<file path="src/rtl/uart_tx_pkg.sv">
// uart_tx_pkg: shared FSM states, default header byte and frame-length helper for the UART transmit framer
package uart_tx_pkg;

    typedef enum logic [1:0] {S_IDLE, S_LOAD, S_START, S_WAIT} state_t;

    localparam logic [7:0] DEFAULT_HEADER = 8'hA5;

    // Header byte + one byte per data byte + optional checksum byte
    function automatic int frame_len(input int data_w, input bit csum_en);
        return data_w / 8 + 1 + (csum_en ? 1 : 0);
    endfunction

endpackage

</file>
<file path="src/rtl/word_fifo.sv">
// word_fifo: synchronous word FIFO feeding the UART transmit framer
//   clk, reset (async, active-low)
//   push/wr_data : write a word (ignored when full)
//   pop/rd_data  : rd_data is the head word; pop removes it (ignored when empty)
//   full, empty, level : occupancy, registered, updated on the edge after push/pop
module word_fifo #(
    parameter int DATA_W = 32,
    parameter int DEPTH  = 4
) (
    input  logic                    clk,
    input  logic                    reset,
    input  logic                    push,
    input  logic [DATA_W-1:0]       wr_data,
    input  logic                    pop,
    output logic [DATA_W-1:0]       rd_data,
    output logic                    full,
    output logic                    empty,
    output logic [$clog2(DEPTH):0]  level
);

    localparam int AW = $clog2(DEPTH);

    logic [DATA_W-1:0] r_mem [DEPTH];
    logic [AW-1:0]     r_wr_ptr;
    logic [AW-1:0]     r_rd_ptr;
    logic [AW:0]       r_level;
    logic              w_push;
    logic              w_pop;

    // Fullness is judged on the registered level, so a push in the same cycle
    // as a pop is refused whenever the FIFO was full at the start of the cycle.
    assign full    = r_level == (AW+1)'(DEPTH);
    assign empty   = r_level == '0;
    assign w_push  = push && !full;
    assign w_pop   = pop && !empty;
    assign rd_data = r_mem[r_rd_ptr];
    assign level   = r_level;

    always_ff @(posedge clk or negedge reset) begin
        if (!reset) begin
            r_wr_ptr <= '0;
            r_rd_ptr <= '0;
            r_level  <= '0;
        end else begin
            if (w_push) r_wr_ptr <= r_wr_ptr + 1'b1;
            if (w_pop) r_rd_ptr <= r_rd_ptr + 1'b1;
            r_level <= r_level + (AW+1)'(w_push) - (AW+1)'(w_pop);
        end
    end

    always_ff @(posedge clk) begin
        if (w_push) r_mem[r_wr_ptr] <= wr_data;
    end

endmodule

</file>
<file path="src/rtl/uart_tx_framer.sv">
// uart_tx_framer: buffers result words and sends each as a byte frame (header, data LSB first, optional checksum) to a UART transmitter
//   clk, reset (async, active-low)
//   res_data/res_valid/res_ready : word input, res_ready = FIFO not full
//   tx_start/tx_data/tx_done_tick : one-byte-at-a-time transmitter handshake
//   busy  : frame in progress
//   level : words held in the FIFO
//   Build option: define UART_TX_FRAMER_CHECKSUM_EN to append an XOR checksum byte
module uart_tx_framer
    import uart_tx_pkg::*;
#(
    parameter int         DATA_W = 32,
    parameter int         DEPTH  = 4,
    parameter logic [7:0] HEADER = DEFAULT_HEADER
) (
    input  logic                    clk,
    input  logic                    reset,
    input  logic [DATA_W-1:0]       res_data,
    input  logic                    res_valid,
    output logic                    res_ready,
    input  logic                    tx_done_tick,
    output logic                    tx_start,
    output logic [7:0]              tx_data,
    output logic                    busy,
    output logic [$clog2(DEPTH):0]  level
);

`ifdef UART_TX_FRAMER_CHECKSUM_EN
    localparam bit CSUM_EN = 1'b1;
`else
    localparam bit CSUM_EN = 1'b0;
`endif
    localparam int               FRAME_LEN = frame_len(DATA_W, CSUM_EN);
    localparam int               IDX_W     = $clog2(FRAME_LEN);
    localparam logic [IDX_W-1:0] LAST_IDX  = IDX_W'(FRAME_LEN - 1);

    state_t            r_state;
    state_t            w_next;
    logic [DATA_W-1:0] r_shift;
    logic [DATA_W-1:0] w_head;
    logic [IDX_W-1:0]  r_idx;
    logic [7:0]        r_tx_data;
    logic [7:0]        w_byte;
    logic              w_full;
    logic              w_empty;
    logic              w_pop;

    word_fifo #(
        .DATA_W (DATA_W),
        .DEPTH  (DEPTH)
    ) u_fifo (
        .clk     (clk),
        .reset   (reset),
        .push    (res_valid && res_ready),
        .wr_data (res_data),
        .pop     (w_pop),
        .rd_data (w_head),
        .full    (w_full),
        .empty   (w_empty),
        .level   (level)
    );

    assign res_ready = !w_full;
    assign busy      = r_state != S_IDLE;
    assign tx_data   = r_tx_data;

    always_ff @(posedge clk or negedge reset) begin
        if (!reset) r_state <= S_IDLE;
        else r_state <= w_next;
    end

    always_comb begin
        w_next   = r_state;
        w_pop    = 1'b0;
        tx_start = 1'b0;
        case (r_state)
            S_IDLE: begin
                w_pop  = !w_empty;
                w_next = w_empty ? S_IDLE : S_LOAD;
            end
            S_LOAD:  w_next = S_START;
            S_START: begin
                tx_start = 1'b1;
                w_next   = S_WAIT;
            end
            S_WAIT:  w_next = !tx_done_tick ? S_WAIT : (r_idx == LAST_IDX) ? S_IDLE : S_LOAD;
            default: w_next = S_IDLE;
        endcase
    end

    // Index 0 is the header slot; data bytes follow and are always taken from
    // the low byte of the shift register, which moves down after each one.
`ifdef UART_TX_FRAMER_CHECKSUM_EN
    logic [7:0] r_csum;

    assign w_byte = (r_idx == '0) ? HEADER : (r_idx == LAST_IDX) ? r_csum : r_shift[7:0];

    // Seeded with the header, folded with each data byte as it is loaded, so
    // it is complete by the time the checksum slot is loaded.
    always_ff @(posedge clk or negedge reset) begin
        if (!reset) r_csum <= '0;
        else if (w_pop) r_csum <= HEADER;
        else if (r_state == S_LOAD && r_idx != '0 && r_idx != LAST_IDX) r_csum <= r_csum ^ r_shift[7:0];
    end
`else
    assign w_byte = (r_idx == '0) ? HEADER : r_shift[7:0];
`endif

    always_ff @(posedge clk or negedge reset) begin
        if (!reset) begin
            r_shift   <= '0;
            r_idx     <= '0;
            r_tx_data <= '0;
        end else begin
            if (w_pop) begin
                r_shift <= w_head;
                r_idx   <= '0;
            end else if (r_state == S_WAIT && tx_done_tick && r_idx != LAST_IDX) begin
                r_idx <= r_idx + 1'b1;
                if (r_idx != '0) r_shift <= r_shift >> 8;
            end
            if (r_state == S_LOAD) r_tx_data <= w_byte;
        end
    end

endmodule

</file>
<file path="config.mk">
export PLATFORM = sky130hd
export DESIGN_NAME = uart_tx_framer
export DESIGN_NICKNAME = d
export VERILOG_FILES = /design/src/rtl/uart_tx_pkg.sv /design/src/rtl/word_fifo.sv /design/src/rtl/uart_tx_framer.sv
export SDC_FILE = /design/constraint.sdc
export NUM_CORES = 1
export LEC_CHECK = 0
export CAP_MARGIN = 20
export CORE_MARGIN = 1.5
export CORE_UTILIZATION = 45
export CTS_CLUSTER_DIAMETER = 50
export DETAILED_ROUTE_END_ITERATION = 8
export PLACE_DENSITY = 0.65
export RECOVER_POWER = 25
export SYNTH_ARGS = -nofsm -noshare
export SYNTH_HDL_FRONTEND = slang
export SYNTH_HIERARCHICAL = 1
export SYNTH_SLANG_ARGS = --single-unit
</file>
<file path="constraint.sdc">
create_clock -name clk -period 6.4 [get_ports clk]
set_clock_uncertainty 0.15 [all_clocks]
set_input_delay 0.64 -clock clk [delete_from_list [all_inputs] [get_ports clk]]
set_output_delay 0.64 -clock clk [all_outputs]
set_load 0.02 [all_outputs]
</file>
==> key figures, run 1 <==
Synth
  • Synthesized area: just over 7000 um^2
  • Flops & latches, synth: 180
  • Area contributors post-synth: edfxtp_1 (53%), dfrtp_1 (18%), mux4_2 (8.7%)
  • Most common cell in the netlist: edfxtp_1
  • Seq/Total Area, Yosys: between 70 and 80%
  • Main synth FF type: edfxtp_1
  • Synth warn: 6
  • Average size of a mapped cell: 20.21 um^2
  • Top cells by count, synth: edfxtp_1 (128), dfrtp_1 (52), mux2_2 (46), mux4_2 (28), a22o_1 (12)
  • Mapped Nets: 403
  • Yosys top cell area share: 53.13%
  • Post-synth EDFFs: roughly 130
  • Yosys cell types: 38
  • Area leader, netlist: edfxtp_1
  • Post-Syn Instances: between 300 and 400
  • Post-synth ARST share: 28.89%

Detailed routing
  • Final ANT Viol Nets: 0
  • DRC: 0
  • Metal-1 WL: 5789 um
  • Met3 wire len: 513 um
  • Initial drt markers: 215
  • Via density: 5.261
  • Final wirelength: 12730 um
  • Met2 WL: 6368 um
  • Drt pass-1 iters: 4
  • Drt wl/cell: 19.65 um
  • Top Layer Used: met4
  • Vias: 3409

Critical path
  • Critical Path Start Type: primary input
  • Reg-to-reg slack, setup: between 3 and 4 ns
  • Cell family with most CP delay: buffers and inverters
  • Crit path required time: 5.93 ns
  • Crit-path cells: buf_2 > clkbuf_1
  • CP endpoint kind: async pin
  • Worst-path maximum fanout: 52
  • Worst R2R Start: u_fifo/level[1]$_DFF_PN0_
  • CP endpoint: u_fifo/r_rd_ptr[1]$_DFFE_PN0P_
  • Logic depth of the worst register-to-register path: 11
  • WP data arrival: 2.74 ns
  • FF-to-FF End: u_fifo/level[2]$_DFF_PN0_
  • CP startpoint: reset
  • CP bufs+invs: 2
  • CP peak stage delay: 2.01 ns
  • CP max-delay cell: clkbuf_1
  • CP Depth: 2
  • Kind of critical path: in -> async

Layout
  • Area growth syn-to-layout: 16.93%
  • Share of layout cells above drive strength 1: 26.62%
  • # nets final: 464
  • Final instance area: about 8500 um^2
  • Diode count: 0

Timing
  • Setup TNS: 0 ns
  • RSZ-0062 raised after global routing: false
  • Hold WS: 0.3440 ns
  • Tmin final: 3.202 ns
  • Final setup fails: 0
  • Slew HR: -89.72%
  • Worst-Margin Slew: 2.846 ns
  • Fmax: ~310 MHz
  • Max-slew violations: 53
  • Final Hold Fails: 0
  • Final period utilization: 50.04%

Die
  • Die area: ~17000 um^2
  • Initial Utilization: 45.87%
  • Chip width: 129.8 um
  • # rows: 46
  • Height of the die: 129.8 um
  • Io pins: 50
  • Core Box Area: around 16000 um^2

Pwr
  • Power per Cell Area: 460.9 nW/um^2
  • Leakage: between 3 and 4 nW
  • Worst vdd ir: 0.3613 mV

Clocking
  • Num Clock Sinks: 180
  • H-tree depth: 4
  • Number of buffers created by CTS: 17
  • Setup repair bufs after CTS: 0
  • Latest clock arrival within the worst-skew pair: about 0.43 ns
  • CTS Hold Bufs: 0
  • Post_cts resized: 0
  • Worst-path clk slew: 0.06 ns
  • CTS tree: yes
  • Largest buffer count on any clock path: 2
  • Root Buffer: clkbuf_16

Placed design
  • Global placement routability congestion: 0.7271
  • Area of placed instances: roughly 7900 um^2
  • Hpwl dp: 7696 um
  • # port buffers: 49

Global route
  • Congestion Overflow GR: 0
  • Pin count of the biggest net entering global routing: 53
  • Initial antenna violation count: 0
  • First-pass GRT wire length: 19730 um
  • Gr usage total: 16.31%
  • Vias in the first global route: around 3600

Status
  • Violated checks: max-capacitance violations, max-slew violations
  • Status: finished, violations left

Hold path
  • HP Class: reg -> reg

Run
  • # Max-Cap Violations: 1
## worst register-to-register path: cells and delay by family, from the launching register on
family,cells,cell delay (ns)
flops,1,0.47
buf+inv,3,0.42
simple gates,2,0.70
compound gates,1,0.17
xor+xnor,2,0.27
fa+ha+maj,3,0.84
## state kept, by name (all words and copies together), names as in the netlist
name and cells:
r_idx 3, r_shift 32, r_state 2, tx_data 8
u_fifo/level 3, u_fifo/r_mem 128, u_fifo/r_rd_ptr 2, u_fifo/r_wr_ptr 2
## worst min-delay path by stage
stage                            start                      end  depth (start not counted)
2_1_floorplan                    reset     r_idx[0]$_DFFE_PN0P_                          0
3_3_place_gp   r_shift[30]$_DFFE_PN0P_  r_shift[30]$_DFFE_PN0P_                          1
3_5_place_dp   r_shift[28]$_DFFE_PN0P_  r_shift[28]$_DFFE_PN0P_                          1
4_1_cts                          reset   tx_data[5]$_DFFE_PN0N_                          2
5_1_grt        r_shift[29]$_DFFE_PN0P_  r_shift[29]$_DFFE_PN0P_                          1
6_report        r_shift[2]$_DFFE_PN0P_   tx_data[2]$_DFFE_PN0N_                          1
## cells by family after synthesis
| family | count (synthesis) | share of synthesized area (%) |
|---|---|---|
| multiplexers | 80 | 17.64 |
| buffers and inverters | 25 | 2.698 |
| adder cells (fa/ha/maj) | 9 | 1.660 |
| AO/OA/AOI/OAI | 31 | 3.442 |
| flip-flops | 180 | 71.12 |
| AND/OR/NAND/NOR | 29 | 2.958 |
| XOR/XNOR | 4 | 0.4842 |
## area by class of cell
class / count / area [um^2]
timing repair buffer: 56 / 534.3
inverter: 11 / 41.29
clock inverter: 8 / 46.29
clock buffer: 24 / 525.5
fill: 1298 / 7311
tap: 216 / 270.3
multi-input combinational: 153 / 1894
sequential: 180 / 5147
## per-stage QoR
step           setup WS, ns  instances  util [%]  power, W
3_5_place_dp          3.252        616     50.04  0.002969
4_1_cts               3.247        648     53.67  0.003958
6_report              3.198        648     53.64  0.003899
3_3_place_gp          3.326        616     50.04  0.002926
2_1_floorplan         3.268        358         -  0.002642
5_1_grt               2.505        648     53.64  0.004114
## where the power goes
| group | leakage [nW] | switching (W) | internal, W |
|---|---|---|---|
| combinational | 0.955 | 0.000517 | 0.000605 |
| sequential | 1.82 | 0.000215 | 0.00157 |
| clock | 0.276 | 0.000414 | 0.000573 |
## per-layer routing
metal	vias up	global-route usage [%]
met4	0	4.706
li1	1553	-
met3	6	4.920
met1	1785	21.13
met2	65	26.86
met5	-	0
## cell usage in the layout (no fill, tap or decap), drive strengths merged, types with 3 or more instances in the layout
cell             n
inv             11
edfxtp         128
dfrtp           52
a21oi            5
mux2            48
nand3            4
clkinv           6
o21ai            3
a22o            12
clkbuf          25
nand2b           5
ha               8
nand2            3
xnor2            4
and3b            4
clkdlybuf4s50   36
o22a             4
nor2b            3
buf              7
dlygate4sd3     12
mux4            32
(Power assumes the default switching activity.)
==> inputs of run 2 (changes only) <==
Settings changed: PLACE_DENSITY 0.65 to 0.67.
Clock period 6.4 ns to 2.85 ns, I/O delays scaled along.
==> key figures, run 2 (synthesized netlist as in run 1, its figures left out) <==
Critical path
  • CP bufs+invs: 2 (unchanged)
  • Worst-path maximum fanout: 8 (-85%)
  • CP max-delay cell: dfrtp_2
  • Worst R2R Start: u_fifo/level[1]$_DFF_PN0_
  • Kind of critical path: reg -> reg
  • WP data arrival: 2.65 ns (-0.09 ns)
  • Critical Path Start Type: register
  • FF-to-FF End: u_fifo/level[2]$_DFF_PN0_
  • Cell family with most CP delay: adder cells
  • CP peak stage delay: 0.47 ns (-1.54 ns)
  • CP endpoint kind: register
  • Crit path required time: 3.00 ns (-2.93 ns)
  • Logic depth of the worst register-to-register path: 10 (-1)
  • CP Depth: 10 (+8)
  • Reg-to-reg slack, setup: 0.36 ns (-2.92 ns)
  • Crit-path cells: nor3_4 > nor3_4 > o31ai_1 > inv_1 > ha_1 > inv_1 > ha_1 > fa_1 > xnor2_1 > xnor2_1

Layout
  • Layout Cells excl Fill: 653 (+0.77%)
  • Diode count: 0 (unchanged)
  • Share of layout cells above drive strength 1: 27.69% (+1.1 points)
  • Most frequent cells in the layout: edfxtp_1 (128), dfrtp_1 (49), mux2_2 (46), mux4_2 (28), dlygate4sd3_1 (25)
  • Final instance area: 8548 um^2 (+1.1%)
  • Max reg flops: 128 (unchanged)
  • # nets final: 470 (+1.3%)
  • Area growth syn-to-layout: 18.16%
  • Most common cell after layout, fill and taps aside: edfxtp_1
  • Top reg by flops: u_fifo/r_mem

Global route
  • Pin count of the biggest net entering global routing: 38 (-28%)
  • Vias in the first global route: 3735 (+4.2%)
  • First-pass GRT wire length: 20260 um (+2.7%)
  • Gr usage total: 16.65% (+0.34 points)
  • Congestion Overflow GR: 0 (unchanged)
  • Initial antenna violation count: 0 (unchanged)

Timing
  • Tmin final: between 2 and 2.5 ns
  • Final Hold Fails: 0 (unchanged)
  • Final setup fails: 0 (unchanged)
  • Final period utilization: 87.42%
  • Slew HR: 51.79% (+140 points)
  • Worst-Margin Slew: 0.7231 ns (-2.123 ns)
  • Setup TNS: 0 ns (unchanged)
  • Max-slew violations: 0 (-100%)
  • Fmax: 401.4 MHz
  • RSZ-0062 raised after global routing: false

Pwr
  • Leakage: 3.090 nW (+1.2%)
  • Power per Cell Area: 1030 nW/um^2 (+120%)
  • Worst vdd ir: 0.8601 mV (+140%)

Detailed routing
  • Final ANT Viol Nets: 0 (unchanged)
  • Drt pass-1 iters: 6 (+2)
  • Final wirelength: 12560 um (-1.4%)
  • Initial drt markers: 189 (-12%)
  • Drt wl/cell: 19.23 um (-2.2%)
  • Vias: 3424 (+0.44%)
  • DRC: 0 (unchanged)
  • Via density: 5.243 (-0.33%)

Die
  • Core Box Area: 15770 um^2 (unchanged)
  • Die area: 16850 um^2 (unchanged)
  • Chip width: 129.8 um (unchanged)
  • Initial Utilization: 45.87% (unchanged)
  • # rows: 46 (unchanged)
  • Height of the die: 129.8 um (unchanged)
  • Io pins: 50 (unchanged)

Status
  • Status: finished, final reports clean

Clocking
  • Setup repair bufs after CTS: 0 (unchanged)
  • Worst-path clk slew: 0.06 ns (about the same)
  • Num Clock Sinks: 180 (unchanged)
  • CTS tree: yes
  • Root Buffer: clkbuf_16
  • Number of buffers created by CTS: 17 (unchanged)
  • Latest clock arrival within the worst-skew pair: 0.43 ns (about the same)
  • H-tree depth: 4 (unchanged)
  • Largest buffer count on any clock path: 2 (unchanged)

Placed design
  • Placed insts: 621 (+0.81%)
  • # port buffers: 49 (unchanged)
  • Global placement routability congestion: 0.6972 (-4.1%)
  • Hpwl dp: 7689 um (about the same)
  • Area of placed instances: 7991 um^2 (+1.3%)

Run
  • # Max-Cap Violations: 0 (-1)

Hold path
  • HP Class: in -> async
[run 2: cell count changes in the layout (fill, tap and decap cells not counted), moves of 3 or more]
cell             delta
buf_12              +4
clkbuf_1            -3
clkbuf_16           -3
clkdlybuf4s50_1    -12
clkinv_1            +3
dlygate4sd3_1      +13
[run 2: through the flow]
step | setup WS [ns] | hold WS, ns | power (W) | utilization, %
floorplan | 0.03370 | -0.1606 | 0.005952 | -
global placement | 0.4034 | 0.09956 | 0.006649 | 50.67
detailed placement | 0.3472 | 0.1049 | 0.006753 | 50.67
CTS | 0.3322 | 0.1943 | 0.008938 | 54.21
global route | 0.2069 | 0.2400 | 0.009280 | 54.21
finish | 0.3586 | 0.1869 | 0.008807 | 54.21
[run 2: worst max path at each step]
stage                                    startpoint                   endpoint  slack (ns)
after floorplan           u_fifo/level[2]$_DFF_PN0_  u_fifo/level[2]$_DFF_PN0_        0.03
after global placement    u_fifo/level[1]$_DFF_PN0_  u_fifo/level[2]$_DFF_PN0_        0.40
after detailed placement  u_fifo/level[1]$_DFF_PN0_  u_fifo/level[2]$_DFF_PN0_        0.35
after CTS                 u_fifo/level[1]$_DFF_PN0_  u_fifo/level[2]$_DFF_PN0_        0.33
after global routing      u_fifo/level[1]$_DFF_PN0_  u_fifo/level[2]$_DFF_PN0_        0.21
final                     u_fifo/level[1]$_DFF_PN0_  u_fifo/level[2]$_DFF_PN0_        0.36
[run 2: worst reg2reg max path: cells and delay by family (launching register included)]
family,cells,cell delay [ns]
AOI/OAI and AO/OA,1,0.11
xor gates and xnor gates,2,0.28
adders and majority gates,3,0.85
buffers and inverters,2,0.13
DFF,1,0.47
and+or+nand+nor,2,0.39
[run 2: final cells by class]
class,count,area (um^2)
Clock buffer,18,429.2
Tap cell,216,270.3
Sequential cell,180,5149
Multi-Input combinational cell,153,1906
Timing Repair Buffer,62,635.6
Inverter,11,41.29
Clock inverter,13,117.6
Fill cell,1245,7222
[run 2: where the power goes]
part | total [W] | internal, W | switching, W
combinational | 0.00276 | 0.00143 | 0.00132
sequential | 0.00388 | 0.00354 | 0.000341
clock | 0.00217 | 0.00126 | 0.000908
[run 2: timing repair]
| action | CTS | global route |
|---|---|---|
| gates resized for setup | 0 | 0 |
| hold endpoints to repair | 18 | 0 |
| hold buffers | 1 | 0 |
[run 2: metal layers]
metal / track usage (%) / share of wire (%)
met1: 22.07 / 46
met2: 26.64 / 49
met3: 4.182 / 3.2
met4: 6.667 / 1.6
met5: 0 / 0
==> inputs of run 3 (changes only) <==
Settings changed: ABC_AREA from default to 1.
==> key figures, run 3 <==
Detailed routing
  • Vias: 5004 (+46%)
  • Final wirelength: 14290 um (+14%)
  • Via density: 4.812 (-8.2%)
  • Drt wl/cell: 13.74 um (-29%)
  • Initial drt markers: 391 (+110%)
  • DRC: 0 (unchanged)
  • Final ANT Viol Nets: 0 (unchanged)
  • Drt pass-1 iters: 4 (-2)

Pwr
  • Switch Pwr: 0.003319 W (+29%)
  • Switch share: 37.04% (+7.8 points)
  • Leakage: 3.912 nW (+27%)
  • Power per Cell Area: 994.1 nW/um^2 (-3.5%)
  • Combinational power share: 33.5% (+2.2 points)
  • Sequential power share: 41.8% (-2.2 points)
  • Clock power frac: 24.7% (about the same)
  • Worst vdd ir: 0.5368 mV (-38%)
  • Cell Int Power: 0.005640 W (-9.5%)

Layout
  • Layout Cells excl Fill: 1040 (+59%)
  • Share of layout cells above drive strength 1: 6.951% (-21 points)
  • Top reg by flops: u_fifo/r_mem
  • Area growth syn-to-layout: 16.01%
  • Diode count: 0 (unchanged)
  • Most frequent cells in the layout: nand2_1 (242), edfxtp_1 (128), nor2_1 (81), nand3_1 (66), inv_1 (59)
  • Final instance area: 9012 um^2 (+5.4%)
  • Max reg flops: 128 (unchanged)
  • Most common cell after layout, fill and taps aside: nand2_1
  • # nets final: 852 (+81%)

Clocking
  • Post_cts resized: 0 (unchanged)
  • Number of buffers created by CTS: 17 (unchanged)
  • CTS tree: yes
  • H-tree depth: 4 (unchanged)
  • Root Buffer: clkbuf_16
  • Latest clock arrival within the worst-skew pair: 0.43 ns (about the same)
  • Worst-path clk slew: 0.07 ns (about the same)
  • Largest buffer count on any clock path: 2 (unchanged)
  • Num Clock Sinks: 180 (unchanged)

Die
  • Io pins: 50 (unchanged)
  • Chip width: 134.4 um (+3.5%)
  • Height of the die: 134.4 um (+3.5%)
  • Die area: 18060 um^2 (+7.2%)
  • Core Box Area: 16700 um^2 (+5.9%)
  • Initial Utilization: 46.52% (+0.64 points)
  • # rows: 47 (+2.2%)

Global route
  • Vias in the first global route: 4845 (+30%)
  • GR Util met3: 3.704% (-0.48 points)
  • First-pass GRT wire length: 24250 um (+20%)
  • Congestion Overflow GR: 0 (unchanged)
  • Busiest layer in global routing: met2
  • Initial antenna violation count: 0 (unchanged)
  • Pin count of the biggest net entering global routing: 99 (+160%)
  • Met1 global-route usage: 22.80% (+0.73 points)
  • Gr usage total: 17.43% (+0.78 points)
  • GR Util met2: 28.46% (+1.8 points)

Timing
  • Final setup fails: 0 (unchanged)
  • Worst-Margin Slew: 0.6589 ns (-0.06428 ns)
  • Setup TNS: 0 ns (unchanged)
  • Final worst setup slack: 0.3174 ns (-0.04119 ns)
  • Slew HR: 56.08% (+4.3 points)
  • Max-slew violations: 0 (unchanged)
  • Fmax: 394.9 MHz (-1.6%)
  • Final Hold Fails: 0 (unchanged)
  • RSZ-0062 raised after global routing: false
  • Final period utilization: 88.86% (+1.4 points)
  • Tmin final: 2.533 ns (+0.04119 ns)

Synth
  • Area leader, netlist: edfxtp_1
  • Yosys top cell area share: 49.48% (-3.7 points)
  • Most common cell in the netlist: nand2_1
  • Post-Syn Instances: 764 (+110%)
  • Synthesized area: 7769 um^2 (+7.4%)
  • Area contributors post-synth: edfxtp_1 (49%), dfrtp_1 (17%), nand2_1 (12%)
  • Main synth FF type: edfxtp_1
  • Flops & latches, synth: 180 (unchanged)
  • Yosys cell types: 25 (-34%)
  • Synth warn: 6 (unchanged)
  • Post-synth ARST share: 28.89% (unchanged)
  • Seq/Total Area, Yosys: 66.23% (-4.9 points)
  • Mapped Nets: 809 (+100%)
  • Post-synth EDFFs: 128 (unchanged)
  • Average size of a mapped cell: 10.17 um^2 (-50%)
  • Top cells by count, synth: nand2_1 (242), edfxtp_1 (128), nor2_1 (85), nand3_1 (66), inv_1 (60)

Placed design
  • # port buffers: 49 (unchanged)
  • Hpwl dp: 8492 um (+10%)
  • Worst slack at placement: 0.3084 ns (-0.03871 ns)
  • Placed insts: 1007 (+62%)
  • Area of placed instances: 8437 um^2 (+5.6%)
  • Global placement routability congestion: 0.7687 (+10%)

Critical path
  • CP max-delay cell: dfrtp_1
  • CP endpoint kind: register
  • CP peak stage delay: 0.41 ns (-0.06 ns)
  • Kind of critical path: reg -> reg
  • Critical Path Start Type: register
  • Worst-path maximum fanout: 11 (+3)
  • WP data arrival: 2.75 ns (+0.10 ns)
  • Crit path required time: 3.07 ns (+0.07 ns)
  • Crit-path cells: nor2_1 > nand2_1 > inv_1 > clkinv_1 > nand2_4 > inv_2 > nand2_1 > inv_1 > ha_1 > inv_1 > ha_1 > fa_1 > nand3b_1 > nand2_1

Run
  • # Max-Cap Violations: 0 (unchanged)

Status
  • Status: finished, final reports clean

Hold path
  • HP Class: in -> async
==> run 3: logic make-up (layout without fill, tap and decap cells) <==
family,after synthesis,after routing,share of synthesized area [%]
buf+inv,102,158,6.442
compound gates,73,73,4.703
simple gates,400,400,21.08
flops,180,180,66.23
fa+ha+maj,9,9,1.546
==> run 3: worst max-delay path: cells and delay by family, from the launching register on <==
| family | cells | cell delay [ns] |
|---|---|---|
| fa+ha+maj | 3 | 0.83 |
| buf+inv | 5 | 0.37 |
| flops | 1 | 0.41 |
| simple gates | 6 | 0.71 |
==> run 3: per-stage QoR <==
step | power [W] | hold slack [ns] | util, %
6_report | 0.008959 | 0.3486 | 53.96
3_5_place_dp | 0.006849 | 0.2970 | 50.52
3_3_place_gp | 0.006763 | 0.2967 | 50.52
4_1_cts | 0.009072 | 0.3270 | 53.96
2_1_floorplan | 0.005986 | -0.1606 | -
5_1_grt | 0.009627 | 0.3662 | 53.96
==> run 3: worst paths after layout <==
check / from / to / slack [ns] / depth (start not counted)
max: u_fifo/level[1]$_DFF_PN0_ / u_fifo/level[2]$_DFF_PN0_ / 0.32 / 14
min: reset / tx_data[5]$_DFFE_PN0N_ / 0.35 / 3
max reg2reg: u_fifo/level[1]$_DFF_PN0_ / u_fifo/level[2]$_DFF_PN0_ / 0.32 / 14
min reg2reg: u_fifo/r_rd_ptr[1]$_DFFE_PN0P_ / u_fifo/r_rd_ptr[1]$_DFFE_PN0P_ / 0.36 / 2
max in group asynchronous: reset / u_fifo/r_rd_ptr[0]$_DFFE_PN0P_ / 1.72 / 3
min in group clk: res_data[9] / u_fifo/r_mem[2][9]$_DFFE_PP_ / 0.35 / 1
==> run 3: power by group through the flow <==
| stage | Combinational [W] | Sequential (W) | Clock [W] |
|---|---|---|---|
| finish | 0.00300 | 0.00374 | 0.00221 |
| global route | 0.00344 | 0.00381 | 0.00238 |
| CTS | 0.00306 | 0.00375 | 0.00226 |
| detailed placement | 0.00305 | 0.00380 | 0 |
| global placement | 0.00298 | 0.00378 | 0 |
| floorplan | 0.00216 | 0.00383 | 0 |
==> run 3: layout make-up <==
| cell class | count | area (um^2) |
|---|---|---|
| sequential | 180 | 5146 |
| inverter | 63 | 236.5 |
| clock inverter | 15 | 140.1 |
| tap | 220 | 275.3 |
| timing repair buffer | 63 | 655.6 |
| clock buffer | 17 | 425.4 |
| fill | 1504 | 7689 |
| multi-input combinational | 482 | 2133 |
==> run 3: metal layers <==
| layer | wire (um) | share of wire, % |
|---|---|---|
| met3 | 555 | 3.9 |
| met5 | 0 | 0 |
| met1 | 6576 | 46 |
| met2 | 6905 | 48 |
| met4 | 251 | 1.8 |
==> run 3: timing repair <==
| action | CTS | global route |
|---|---|---|
| hold buffers | 1 | 0 |
| hold endpoints to repair | 52 | 0 |
| setup buffers | 0 | 0 |
